File: config.mk
export PLATFORM = sky130hd
export DESIGN_NAME = rf_muldiv_unit
export DESIGN_NICKNAME = d
export VERILOG_FILES = /design/src/rtl/rf_muldiv_unit.sv
export SDC_FILE = /design/constraint.sdc
export NUM_CORES = 1
export LEC_CHECK = 0
export BUFFER_PORTS_ARGS = -buffer_cell sky130_fd_sc_hd__buf_4
export CAP_MARGIN = 10
export CELL_PAD_IN_SITES_DETAIL_PLACEMENT = 0
export CELL_PAD_IN_SITES_GLOBAL_PLACEMENT = 1
export CORE_MARGIN = 10
export CORE_UTILIZATION = 46
export CTS_CLUSTER_DIAMETER = 100
export DETAILED_ROUTE_END_ITERATION = 8
export PLACE_DENSITY = 0.89
export SLEW_MARGIN = 20
export SYNTH_ARGS = -nofsm -noshare
export SYNTH_HDL_FRONTEND = slang
export SYNTH_SLANG_ARGS = --single-unit
File: constraint.sdc
create_clock -name clk -period 9.3 [get_ports clk]
set_input_delay 1.86 -clock clk [delete_from_list [all_inputs] [get_ports clk]]
set_output_delay 1.86 -clock clk [all_outputs]
set_load 0.005 [all_outputs]
File: src/rtl/rf_muldiv_unit.sv
// rtl/rf_muldiv_unit.sv - iterative unsigned multiply/divide unit writing results back to the RF
// Shift-add multiply and restoring divide share one 2*WIDTH accumulator, one bit per cycle.
module rf_muldiv_unit #(
    parameter int WIDTH      = 32,
    parameter int INDEX_BITS = 4
) (
    input  logic                  clk,
    input  logic                  resetN,
    input  logic                  start,
    input  logic [1:0]            op,
    input  logic [WIDTH-1:0]      srcA,
    input  logic [WIDTH-1:0]      srcB,
    input  logic [INDEX_BITS-1:0] dstIndex,
    output logic                  busy,
    output logic                  done,
    output logic                  regFileWrEn,
    output logic [INDEX_BITS-1:0] regFileWrIndex,
    output logic [WIDTH-1:0]      regFileWrData
);

    localparam int CW = $clog2(WIDTH);

    typedef enum logic [1:0] {S_IDLE, S_RUN, S_DONE} state_t;

    state_t                  state_q, state_d;
    logic [CW-1:0]           count_q, count_d;
    logic [1:0]              op_q, op_d;
    logic [WIDTH-1:0]        a_q, a_d, b_q, b_d;
    logic [2*WIDTH-1:0]      acc_q, acc_d, step_acc;
    logic                    div0_q, div0_d;
    logic [INDEX_BITS-1:0]   idx_q, idx_d, wr_index_q, wr_index_d;
    logic [WIDTH-1:0]        wr_data_q, wr_data_d;
    logic [WIDTH:0]          mul_sum, rem_shift, rem_next;
    logic                    rem_ge;

    always_ff @(posedge clk or negedge resetN) begin
        if (!resetN) begin
            state_q    <= S_IDLE;
            count_q    <= '0;
            op_q       <= '0;
            a_q        <= '0;
            b_q        <= '0;
            acc_q      <= '0;
            div0_q     <= 1'b0;
            idx_q      <= '0;
            wr_index_q <= '0;
            wr_data_q  <= '0;
        end else begin
            state_q    <= state_d;
            count_q    <= count_d;
            op_q       <= op_d;
            a_q        <= a_d;
            b_q        <= b_d;
            acc_q      <= acc_d;
            div0_q     <= div0_d;
            idx_q      <= idx_d;
            wr_index_q <= wr_index_d;
            wr_data_q  <= wr_data_d;
        end
    end

    always_comb begin
        state_d = state_q;
        case (state_q)
            S_IDLE:  if (start) state_d = S_RUN;
            S_RUN:   if (count_q == '0) state_d = S_DONE;
            S_DONE:  state_d = S_IDLE;
            default: state_d = S_IDLE;
        endcase
    end

    // Multiply: accumulator is {product_hi, multiplier}, shifted right each step.
    // Divide: accumulator is {remainder, dividend/quotient}, shifted left each step.
    always_comb begin
        mul_sum   = {1'b0, acc_q[2*WIDTH-1:WIDTH]} + {1'b0, a_q};
        rem_shift = {acc_q[2*WIDTH-1:WIDTH], acc_q[WIDTH-1]};
        rem_ge    = (rem_shift >= {1'b0, b_q});
        rem_next  = rem_ge ? (rem_shift - {1'b0, b_q}) : rem_shift;
        if (op_q[1]) begin
            step_acc = {rem_next[WIDTH-1:0], acc_q[WIDTH-2:0], rem_ge};
        end else if (acc_q[0]) begin
            step_acc = {mul_sum, acc_q[WIDTH-1:1]};
        end else begin
            step_acc = {1'b0, acc_q[2*WIDTH-1:1]};
        end
    end

    // Divide-by-zero runs a single RUN cycle with a forced result so done lands one edge later.
    always_comb begin
        count_d    = count_q;
        op_d       = op_q;
        a_d        = a_q;
        b_d        = b_q;
        acc_d      = acc_q;
        div0_d     = div0_q;
        idx_d      = idx_q;
        wr_index_d = wr_index_q;
        wr_data_d  = wr_data_q;
        case (state_q)
            S_IDLE: begin
                if (start) begin
                    op_d    = op;
                    a_d     = srcA;
                    b_d     = srcB;
                    idx_d   = dstIndex;
                    div0_d  = op[1] && (srcB == '0);
                    count_d = (op[1] && (srcB == '0)) ? '0 : CW'(WIDTH - 1);
                    acc_d   = {{WIDTH{1'b0}}, (op[1] ? srcA : srcB)};
                end
            end
            S_RUN: begin
                acc_d = step_acc;
                if (count_q != '0) begin
                    count_d = count_q - 1'b1;
                end else begin
                    wr_index_d = idx_q;
                    if (div0_q) begin
                        wr_data_d = op_q[0] ? a_q : {WIDTH{1'b1}};
                    end else begin
                        wr_data_d = op_q[0] ? step_acc[2*WIDTH-1:WIDTH] : step_acc[WIDTH-1:0];
                    end
                end
            end
            default: ;
        endcase
    end

    always_comb begin
        busy           = (state_q != S_IDLE);
        done           = (state_q == S_DONE);
        regFileWrEn    = (state_q == S_DONE);
        regFileWrIndex = wr_index_q;
        regFileWrData  = wr_data_q;
    end

endmodule

==> flow_summary.ini <==
[worst_setup_path]
timing.critical_path.required_ps = 9630
timing.critical_path.slowest_cell_delay_ps = 570
r2r_slack_ps = 5580
critPathTopFamily = simple AND/OR/NAND/NOR gates
cp_data_arrival_time_ps = 4180
criticalPathCategory = in -> reg
r2r-start = acc_q[32]
cp_common_cell = sky130_fd_sc_hd__nand2_1
timing.critical_path.buf_inv = 1
timing.critical_path.slowest_stage_cell = sky130_fd_sc_hd__nor4b_1
reg2reg_depth = 13
startpoint_type = primary input
worstSetupEndpointType = flip-flop
worstReg2RegEnd = regFileWrData[29]
cp_cell_sequence = buf_4 -> nor4b_1 -> nand4_1 -> nor4_1 -> nand2_1 -> nand2_1 -> o21ai_0 -> a22o_1
critical_path_peak_fanout = 34

[sta]
relSlewSlack = 0.246
rsz0062_at_grt = no
final-hold-violation-count = 0
final_max_slew_viol_count = 0
setup_tns_ps = 0
finalCritPeriodShare = 0.415
timing.final.setup_violations = 0
period_needed_ps = 3860
worst-slew-pin-transition_ps = 1130
max_clock_freq_mhz = 259
timing.clock.skew_ps = 16.0

[synthesis]
netlist-cell-type-count = 85
yosys_warnings = 0
synth.most_common_cell = sky130_fd_sc_hd__nand2_1
synth.top_cells.by_area = sky130_fd_sc_hd__dfrtp_1 (36%), sky130_fd_sc_hd__nand2_1 (8.4%), sky130_fd_sc_hd__mux2i_1 (7.0%)
synthesis.area_sq_um = 12500
synthDominantAreaCellType = sky130_fd_sc_hd__dfrtp_1
synth-main-ff-cell = sky130_fd_sc_hd__dfrtp_1
seq_area_frac_synth = 0.357
synthDominantCellAreaShare = 0.357
yosys-top-cells-count = sky130_fd_sc_hd__nand2_1 (278), sky130_fd_sc_hd__dfrtp_1 (178), sky130_fd_sc_hd__a21oi_1 (138)
number_of_flops_mapped_to_enable_cells_by_yosys = 0
synth.avg_cell_area_sq_um = 8.48
ys_ff_latch = 178
asyncSetResetFlopFracSynth = 1.00
synth_fp_nets = 1614
synthCells = 1473

[global_route]
overflow = 0
grt_most_used_layer = met2
globalRouteMet2Util = 0.395
number_of_global_route_vias_before_repair = 11600
grt_antenna_before_repair = 0
grtUsageTotal = 0.248
use_met1 = 0.329
grtUsageMet3 = 0.0465
global_route_wire_length_before_repair_mm = 66.5
grt_start_max_net_pins = 106

[hold_path]
whs_endpoint = regFileWrIndex[1]
worst_hold_path.num_cells = 2
hold_start = idx_q[1]
hp-class = reg -> reg

[detailed_routing]
route.detailed.wl_per_inst_um = 22.4
detailedRoute.firstPassIterationCount = 5
final_antenna_net_count = 0
detailroute.via_count = 11700
vias_per_cell = 6.19
drc = 0
first_iter_violations = 1102
wirelength_mm = 42.3

[final_layout]
layout.nets = 1676
layout.cell_area.non_filler_sq_um = 14100
area_growth_pct = 13.0
antenna-diode-count = 0
post_route_cells_drive_above_1_share = 0.132

[clocking]
post_cts.repair.setup_buffers = 0
cts.clk_slew.worst_paths_ps = 70
cts.sink_count = 178
max-clock-path-buffers = 2
clk-insertion-delay-late_ps = 450
cts_root_buf = sky130_fd_sc_hd__clkbuf_16
tritoncts = done
post_cts_hold_buffer_count = 0
cts_resized = 0
htree_num_levels = 4
cts_buffers = 17

[pwr]
power_report.internal_total_mw = 3.34
total_leakage_power_nw = 6.56
pwr-share-clk = 0.109
power_mw = 6.73
powerDensity_nw_per_um2 = 477
vdd_drop_max_mv = 0.178
power.share.sequential = 0.227
net-switching-power_mw = 3.39
switching_share = 0.504
power.share.combinational = 0.663

[floorplan]
fp-row-count = 60
die_width_um = 185
dieArea_sq_um = 34100
dieHeight_um = 185
top_level_ports = 112
start_util = 0.466
core_area_sq_um = 26800

[place]
gp_congestion = 0.935
placement.cell_area_sq_um = 13500
post-dp-hpwl_mm = 29.1
io_buffers = 111

[flow_run]
maxcap_viol_count = 0

[status]
run_status = finished, final reports clean
[routing by layer]
layer / vias to the layer above / share of wire
li1: 5441 / -
met1: 5659 / 0.44
met2: 526 / 0.46
met3: 76 / 0.077
met4: 0 / 0.026
met5: - / 0
[tightest hold or removal path, cell delays in order (launching register included)]
cell and delay (ps):
sky130_fd_sc_hd__dfrtp_1 350, sky130_fd_sc_hd__nand2_1 50, sky130_fd_sc_hd__nand2_1 50
[placed cells by master, fill, tap and decap left out, types with 9 or more instances in the layout]
cell and n:
sky130_fd_sc_hd__nand2_1 277, sky130_fd_sc_hd__nor2_1 85, sky130_fd_sc_hd__a21o_1 25, sky130_fd_sc_hd__mux2i_1 87, sky130_fd_sc_hd__a21oi_1 138, sky130_fd_sc_hd__a211oi_1 28, sky130_fd_sc_hd__o21ai_0 83, sky130_fd_sc_hd__nor2b_1 10
sky130_fd_sc_hd__o21a_1 9, sky130_fd_sc_hd__dfrtp_1 177, sky130_fd_sc_hd__buf_4 123, sky130_fd_sc_hd__a221oi_1 19, sky130_fd_sc_hd__nand4_1 11, sky130_fd_sc_hd__xor2_1 25, sky130_fd_sc_hd__clkbuf_16 17, sky130_fd_sc_hd__o211ai_1 11
sky130_fd_sc_hd__xnor2_1 27, sky130_fd_sc_hd__nor3_1 10, sky130_fd_sc_hd__inv_1 59, sky130_fd_sc_hd__ha_1 66, sky130_fd_sc_hd__nand3_1 41, sky130_fd_sc_hd__o21ai_1 16, sky130_fd_sc_hd__o221ai_1 16
[through the flow]
| stage | util | worst slack [ps] | hold WS, ps | instances |
|---|---|---|---|---|
| 5_1_grt | 0.526 | 5320 | 497 | 1889 |
| 3_5_place_dp | 0.505 | 5070 | 459 | 1857 |
| 4_1_cts | 0.526 | 5500 | 474 | 1889 |
| 3_3_place_gp | 0.505 | 5180 | 449 | 1857 |
| 6_report | 0.526 | 5440 | 470 | 1889 |
| 2_1_floorplan | - | 5930 | 439 | 1473 |
[state kept, by name (all words and copies together) (netlist names)]
register	flops
acc_q	64
a_q	32
b_q	32
regFileWrData	32
count_q	5
idx_q	4
regFileWrIndex	4
op_q	2
state_q	2
div0_q	1
[kinds of logic after synthesis]
kind of cell | count (synthesis) | share of synthesized area
muxes | 96 | 0.0778
xor gates and xnor gates | 52 | 0.0365
buffers and inverters | 142 | 0.0459
adders and majority gates | 68 | 0.0693
AOI/OAI and AO/OA | 448 | 0.242
DFF | 178 | 0.357
and+or+nand+nor | 489 | 0.172
[power groups by stage]
stage | combinational, mW | clock, mW | sequential [mW]
after floorplan | 3.37 | 0 | 1.39
after global placement | 4.31 | 0 | 1.53
after detailed placement | 4.38 | 0 | 1.54
after CTS | 4.41 | 0.742 | 1.52
after global routing | 4.91 | 0.779 | 1.58
final | 4.47 | 0.737 | 1.53
[worst max-delay path by stage]
stage               startpoint         end  slack [ps]  cells past startpoint
CTS                      op[1]  count_q[2]        5500                      8
floorplan                op[1]  count_q[2]        5930                      8
global route             op[1]  count_q[2]        5320                      8
global placement         op[1]  count_q[2]        5180                      8
finish                   op[1]  count_q[2]        5440                      8
detailed placement       op[1]  count_q[2]        5070                      8
[layout make-up]
class	instances	area (sq um)
inverter	61	229
sequential	178	4460
timing repair buffer	124	937
clock buffer	18	429
tap	341	427
fill	2541	12700
clock inverter	14	141
multi-input combinational	1153	7490
(Power assumes the default switching activity.)
